**config.mk**
```make
export PLATFORM = sky130hd
export DESIGN_NAME = lfsr_checker_errcnt
export DESIGN_NICKNAME = d
export VERILOG_FILES = /design/src/rtl/lfsr_checker_pkg.sv /design/src/rtl/lfsr_checker_errcnt.sv
export SDC_FILE = /design/constraint.sdc
export NUM_CORES = 1
export LEC_CHECK = 0
export BUFFER_PORTS_ARGS = -buffer_cell sky130_fd_sc_hd__buf_2
export CORE_UTILIZATION = 47
export CTS_CLUSTER_DIAMETER = 30
export DETAILED_ROUTE_END_ITERATION = 12
export PLACE_DENSITY = 0.85
export SLEW_MARGIN = 20
export SYNTH_ARGS = -nofsm -noshare
export SYNTH_HDL_FRONTEND = slang
export SYNTH_SLANG_ARGS = --single-unit
```
**constraint.sdc**
```tcl
create_clock -name clock -period 1.7 [get_ports clock]
set_input_delay 0.085 -clock clock [delete_from_list [all_inputs] [get_ports clock]]
set_output_delay 0.085 -clock clock [all_outputs]
set_load 0.03 [all_outputs]
```
**src/rtl/lfsr_checker_pkg.sv**
```systemverilog
// Shared types and helpers for the dither-path LFSR stream checker.
// State encodings and the width of the saturating mismatch counter live here.
package lfsr_checker_pkg;

   typedef enum logic [1:0] {
      ST_HUNT   = 2'd0,
      ST_VERIFY = 2'd1,
      ST_LOCKED = 2'd2
   } state_t;

   localparam int unsigned ERR_CNT_BITS = 16;

   // Increment that sticks at all-ones instead of wrapping.
   function automatic logic [ERR_CNT_BITS-1:0] sat_inc(input logic [ERR_CNT_BITS-1:0] v);
      return (v == '1) ? v : v + ERR_CNT_BITS'(1);
   endfunction

endpackage

```
**src/rtl/lfsr_checker_errcnt.sv**
```systemverilog
// Saturating mismatch counter with synchronous clear.
// A clear coinciding with a counted error leaves the count at one.
module lfsr_checker_errcnt
   import lfsr_checker_pkg::*;
(
   input  logic                    clock,
   input  logic                    reset_n,
   input  logic                    i_inc,
   input  logic                    i_clr,
   output logic [ERR_CNT_BITS-1:0] o_cnt
);

   logic [ERR_CNT_BITS-1:0] r_cnt;

   always_ff @(posedge clock) begin
      if (!reset_n) begin
         r_cnt <= '0;
      end else if (i_clr) begin
         r_cnt <= i_inc ? ERR_CNT_BITS'(1) : '0;
      end else if (i_inc) begin
         r_cnt <= sat_inc(r_cnt);
      end
   end

   assign o_cnt = r_cnt;

endmodule

```
Word-level counts from Yosys, hierarchy flattened
Index checks and enable logic that the tools add are counted.
{ "classes": {"n_reduce_logical": 2, "n_eq_ne": 2, "n_addsub": 1, "mux": 4} }
{ "op_table": {"columns": ["op", "n"], "rows": [
  ["2-to-1 mux 16 bit", 3],
  ["adder 16 x 1 -> 16 bit (second input constant)", 1],
  ["equality test 16 bit (second input constant)", 1],
  ["!= test 2 bit (second input constant)", 1],
  ["AND reduction 2 bit", 1],
  ["nonzero test 2 bit", 1],
  ["2-to-1 mux 1 bit", 1]
]} }
{ "totals": {"output_inout_bits": 16, "wordCells": 10, "ff_bits": 16, "in_bits": 4} }

Depth between registers and ports, before layout
Gate-level depths: netlist (run 1).
{ "logic_depth": {"word_depth": 4, "depth_mapped": 6, "mapped_depth_nobuf": 5} }

Worst setup path after synthesis (run 1)
No wires, ideal clock.
{ "synth_timing": {"kind": "register to register", "start": "reg r_cnt[0] (netlist: o_cnt[0])", "end": "reg r_cnt[7] (netlist: o_cnt[7])", "setup_slack_ns": -0.295, "setup_ns": 0.129, "n_path_buf": 1, "period_less_slack_ns": 1.995, "arrival_time_ns": 1.866, "path_stages_with_launch": 7, "required_time_ns": 1.571, "path_cell_list": "dfxtp_1 ha_1 nand4_1 nor4_1 buf_2 nor4_1 mux2i_1"} }
{ "synth_via": {"elab_chain_len": 4} }
{ "synth_lines": {"columns": ["item", "line_no", "text"], "rows": [
  ["start, declared", "lfsr_checker_errcnt.sv:13", "logic [ERR_CNT_BITS-1:0] r_cnt;"],
  ["start signal, assigned", "lfsr_checker_errcnt.sv:19", "r_cnt <= i_inc ? ERR_CNT_BITS'(1) : '0;"],
  ["start signal, assigned", "lfsr_checker_errcnt.sv:21", "r_cnt <= sat_inc(r_cnt);"],
  ["adder 16 x 1 -> 16 bit", "lfsr_checker_pkg.sv:15", "return (v == '1) ? v : v + ERR_CNT_BITS'(1);"],
  ["2-to-1 mux 16 bit", "lfsr_checker_pkg.sv:15", null],
  ["2-to-1 mux 16 bit", "lfsr_checker_errcnt.sv:20", "end else if (i_inc) begin"],
  ["2-to-1 mux 16 bit", "lfsr_checker_errcnt.sv:18", "end else if (i_clr) begin"]
]} }
Parallel ways exist; a longest one is shown, timed or not. The select of a mux whose other input is x is not followed.
A chain may end at the register's enable or synchronous reset.

Final worst setup path (run 1)
{ "layout_timing": {"start": "reg r_cnt[10] (netlist: o_cnt[10])", "end": "reg r_cnt[11] (netlist: o_cnt[11])"} }
The elaborated chain is that of the path after synthesis.

==> results.toml, run 1 <==
[drt]
num_vias = 1190
first_iter_violations = 60
drc = 0
viasPerCell = 6.723
wire_per_inst_um = 18.89
first_pass_iters = 4
routed_wl_mm = 3.343
ant_nets = 0

[pwr]
power_frac_comb_pct = 7.0
swShare_pct = 24.85
p_int_uw = 512.2
cellLeakagePower_uw = 0.0005069
p_switching_uw = 169.4
clkPwrFrac_pct = 38.8
ir_drop_v = 0.0005202
pwr-share-seq_pct = 54.2
pwr_density_cell_mw_per_mm2 = 503.0

[yosys]
synth_top_family_by_area = "simple AND/OR/NAND/NOR gates"
yosysUniqueCellTypes = 33
synthTopCellsByCount = "dfxtp_1, a21oi_1, o31ai_1"
ys_top_cells_by_area = "dfxtp_1, o31ai_1, a21oi_1"
synth_nets = 114
synth-main-ff-cell = "dfxtp_1"
synth_compound_area_share_pct = 22.97
synth.top_cell.area_share_pct = 35.85
synth-xor-area-share_pct = 0
synth-seq-area-share_pct = 35.85
synth_largest_area_cell = "dfxtp_1"
synth-simple-area-share_pct = 33.89
synthCells = 109
synth_edf_count = 0
synth_seq_cells = 16
synth_adder_area_share_pct = 1.401
ys_async_sr_fraction_pct = 0
synth_mux_area_share_pct = 2.241
avgSynthCellArea_sq_um = 8.196
synth_area_sq_um = 893.4
yosys_warnings = 0
yosysMostFrequentCell = "dfxtp_1"

[global_routing]
grt_pass1_vias = 950
grt-ovfl-total = 0
antenna_found_initial = 0
grt_pass1_wl_mm = 4.071
grt_start_max_net_pins = 14
grtUsageTotal_pct = 28.22

[cts]
ctsHtreeMaxLevel = 1
cts_buffers = 3
tritoncts = "done"
cts_root_buffer = "clkbuf_4"
clock_latency_ns = 0.30
cts.clk_slew.worst_paths_ns = 0.09
clock_path_buffers = 2
cts_sinks = 16
holdBufCountCts = 0

[timing]
slew_viol_final = 0
finalCriticalPeriod_ns = 1.747
slew_headroom_pct = 58.79
whs_ns = 0.01261
fmax_ghz = 0.5724
rsz0062_at_grt = "yes"
setup_viol = 4
hold_viol = 0
finClkSkew_ns = 0.004341
setup_ws_ns = -0.04689
fin_crit_sh_pct = 102.8
worst_pin_slew_ns = 0.6181

[setup_path]
endpoint_kind = "flop"
crit_path_start_kind = "flop"
crit_fanout = 7
arrival_ns = 1.97
cp.required_ns = 1.92
worst-setup-path-type = "flop to flop"

[die]
pin_count = 20
core_area_sq_mm = 0.001745
die_x_um = 45.60
rows = 15
dieArea_sq_mm = 0.002079
initial_utilization_pct = 51.18
fp.dieH_um = 45.60

[placed_design]
place_congestion = 0.8357
dpl.cell_count = 163
hpwlAfterDp_mm = 1.817
io_buffers = 19

[status]
violations = "setup timing"
status = "finished, violations left"

[cells_and_area]
nets = 158
antenna_cells = 0
area_growth_syn_to_layout_pct = 51.68
fillCellCount = 118
layoutNonFillerInstCount = 177
drive_above_1_share_pct = 50.00
largest_reg_flops = 16

[worst_hold_path]
hold_path.class = "primary input to flop"

[flow_run]
drv_cap = 0
[cell type report]
cell class,count,area (sq um),share of cell area [%]
inverter,4,15.01,1.108
multi-input combinational,85,631.9,46.63
timing repair buffer,43,282.8,20.87
sequential,16,357.8,26.41
tap,25,31.28,2.308
clock buffer,4,36.28,2.678
[metrics by stage]
stage	utilization, %	total power, uW	worst slack, ns	area, sq um	setup TNS (ns)
after floorplan	-	406.8	-0.009327	959.7	-0.01660
after global placement	67.10	418.8	0.05263	1171	0
after detailed placement	67.10	421.6	-0.002792	1171	-0.002792
after CTS	70.90	676.3	0.002728	1237	0
after global routing	77.63	701.9	-0.09437	1355	-0.3984
final	77.63	681.5	-0.04689	1355	-0.1217
[critical path, cell delays in order, from the launching register on]
cell	delay [ns]
dfxtp_2	0.41
nand4_1	0.23
buf_4	0.25
nor3_2	0.30
buf_4	0.19
o21ai_0	0.10
a21oi_1	0.18
[per-layer routing]
metal	GRT usage [%]	up-vias	part of all wire, %
met5	0	-	0
met4	23.03	0	7.4
met3	5.952	30	7.0
met2	43.43	96	45
met1	33.41	544	41
li1	-	520	-
[power by group through the flow]
| stage | Clock [uW] | Sequential (uW) | Combinational (uW) |
|---|---|---|---|
| 6_report | 264 | 369 | 48.0 |
| 5_1_grt | 282 | 370 | 50.5 |
| 4_1_cts | 264 | 369 | 43.3 |
| 3_5_place_dp | 0 | 378 | 43.3 |
| 3_3_place_gp | 0 | 378 | 40.7 |
| 2_1_floorplan | 0 | 383 | 23.5 |
[cell families (layout without fill, tap and decap cells)]
family                   after synthesis  count (layout)
flip-flops                            16              16
multiplexers                           2               2
adder cells (fa/ha/maj)                1               1
buffers and inverters                  8              51
AO/OA/AOI/OAI                         32              32
AND/OR/NAND/NOR                       50              50
[worst paths after layout]
| check | startpoint | depth (start not counted) | slack, ns | end |
|---|---|---|---|---|
| worst max-delay path | o_cnt[10]$_SDFFE_PN0P_ | 6 | -0.05 | o_cnt[11]$_SDFFE_PN0P_ |
| worst min-delay path | reset_n | 2 | 0.01 | o_cnt[0]$_SDFFE_PN0P_ |
| worst max register to register | o_cnt[10]$_SDFFE_PN0P_ | 6 | -0.05 | o_cnt[11]$_SDFFE_PN0P_ |
| worst min register to register | o_cnt[11]$_SDFFE_PN0P_ | 2 | 0.51 | o_cnt[11]$_SDFFE_PN0P_ |
[cells in the final DEF (no fill, tap or decap), drive strengths merged, types with 2 or more instances in the layout]
cell	count
clkbuf	4
or4	10
dfxtp	16
nand2	9
nor2	2
nand2b	4
nand3	8
inv	4
buf	43
nand4	4
o21ai	4
a21oi	12
o31ai	10
and4	2
nor3	2
nor4	4
mux2i	2
[repair_timing]
item	4_1_cts	5_1_grt
pin swaps	2	13
buffers inserted	4	7
endpoints found under the setup margin	2	14
gates resized for setup	0	14
No activity file was read; power rests on OpenSTA's default activity.
==> run 2: changes to the inputs <==
==> constraint.sdc (replaced) <==
create_clock -name clock -period 1.7 [get_ports clock]
set_input_delay 0.425 -clock clock [delete_from_list [all_inputs] [get_ports clock]]
set_output_delay 0.425 -clock clock [all_outputs]
set_load 0.03 [all_outputs]
==> run 2 against run 1 <==
The run now ends clean. Clock-buffer cell count stayed put. Core utilization is 9.5 points lower. Global-route usage fell by 2.8 points. Register-to-register slack better by 0.09 ns. Clock power decreased by 17%. Critical path depth down 2. Clock skew shrank 0.0030 ns. Sequential power barely moved. Combinational power fell by 4.8%. Via count decreased by 14%. First-iteration DRC count shrank 12%. Cell area decreased by 12%.
==> results.toml, run 2 (synthesis gave the netlist of run 1 again) <==
[timing]
fin_crit_sh_pct = 97.54
finalCriticalPeriod_ns = 1.658
fmax_ghz = 0.6031
setup_viol = 0
finClkSkew_ns = 0.001302
slew_headroom_pct = 72.34
hold_viol = 0
worst_pin_slew_ns = 0.4145
whs_ns = 0.3797
rsz0062_at_grt = "yes"
slew_viol_final = 0

[setup_path]
worst-setup-path-type = "flop to flop"
crit_path_start = "o_cnt[7]$_SDFFE_PN0P_"
crit_fanout = 6
rr_startpoint = "o_cnt[7]$_SDFFE_PN0P_"
endpoint_kind = "flop"
cp.required_ns = 1.92
arrival_ns = 1.88
crit_path_start_kind = "flop"

[drt]
num_vias = 1026
routed_wl_mm = 2.472
wire_per_inst_um = 15.07
viasPerCell = 6.256
first_pass_iters = 4
drc = 0
first_iter_violations = 53
ant_nets = 0

[placed_design]
hpwlAfterDp_mm = 1.821
place_congestion = 0.9150
io_buffers = 19

[cts]
cts_sinks = 16
tritoncts = "done"
cts_buffers = 3
cts.clk_slew.worst_paths_ns = 0.10
clock_latency_ns = 0.29
cts_root_buffer = "clkbuf_4"
clock_path_buffers = 2
ctsHtreeMaxLevel = 1

[die]
rows = 15
pin_count = 20
core_area_sq_mm = 0.001745
initial_utilization_pct = 51.18
dieArea_sq_mm = 0.002079
die_x_um = 45.60
fp.dieH_um = 45.60

[cells_and_area]
drive_above_1_share_pct = 39.57
antenna_cells = 0
nets = 145
final_common_cell = "buf_2"
mostFrequentLayoutCells = "buf_2, a21oi_1, buf_4, o31ai_1"
area_growth_syn_to_layout_pct = 33.05
largest_reg_flops = 16

[global_routing]
grtUsageTotal_pct = 25.43
antenna_found_initial = 0
grt_pass1_vias = 837
grt-ovfl-total = 0
grt_pass1_wl_mm = 3.870
grt_start_max_net_pins = 14

[pwr]
p_total_uw = 636.0
cellLeakagePower_uw = 0.0004051
ir_drop_v = 0.0005134
pwr_density_cell_mw_per_mm2 = 535.1

[flow_run]
drv_cap = 0

[worst_hold_path]
hold_path_startpoint = "reset_n"
hold_path.class = "primary input to flop"

[status]
status = "finished clean"
==> run 2: worst paths after layout <==
check,to,slack (ns),cells past startpoint
min reg2reg,o_cnt[11]$_SDFFE_PN0P_,0.48,2
max reg2reg,o_cnt[13]$_SDFFE_PN0P_,0.04,4
min,o_cnt[0]$_SDFFE_PN0P_,0.38,2
max,o_cnt[13]$_SDFFE_PN0P_,0.04,4
==> run 2: routing by layer <==
layer | vias up | share of wire, % | GRT usage, %
met2 | 45 | 47 | 38.29
met4 | 0 | 1.6 | 9.697
li1 | 492 | - | -
met5 | - | 0 | 0
met1 | 480 | 46 | 35.35
met3 | 9 | 5.2 | 5.159
==> run 2: critical path: stages (launching register included) <==
cell and delay (ns):
dfxtp_4 0.39, nand3_2 0.10, or4_4 0.55, or4_1 0.41
a21oi_1 0.14
==> run 2: cell type report <==
class / instances / area, sq um
clock buffer: 4 / 26.28
fill: 155 / 556.8
inverter: 4 / 15.01
multi-input combinational: 85 / 581.8
sequential: 16 / 356.6
tap: 25 / 31.28
timing repair buffer: 30 / 177.7
==> run 2: per-stage QoR <==
stage	cell area, sq um	TNS (ns)	util (%)	setup WS [ns]	std cells
detailed placement	1135	-0.1143	65.02	-0.06184	159
CTS	1161	0	66.52	0.01011	163
global route	1189	-0.02813	68.10	-0.01768	164
global placement	1135	-0.06802	65.02	-0.03447	159
finish	1189	0	68.10	0.04184	164
floorplan	963.4	-0.01379	-	-0.006904	109
==> run 2: where the power goes <==
part | switching, uW | leakage (uW) | internal [uW] | total, uW
logic | 29.1 | 0.000252 | 16.5 | 45.7
clock network | 128 | 0.0000150 | 91.2 | 219
registers | 4.90 | 0.000138 | 366 | 371
==> run 2: timing repair <==
| action | in CTS | in global routing |
|---|---|---|
| gates resized for setup | 0 | 5 |
| hold buffers | 0 | 0 |
| endpoints found under the setup margin | 0 | 8 |
| endpoints found under the hold margin | 0 | 0 |
| setup buffers | 0 | 1 |
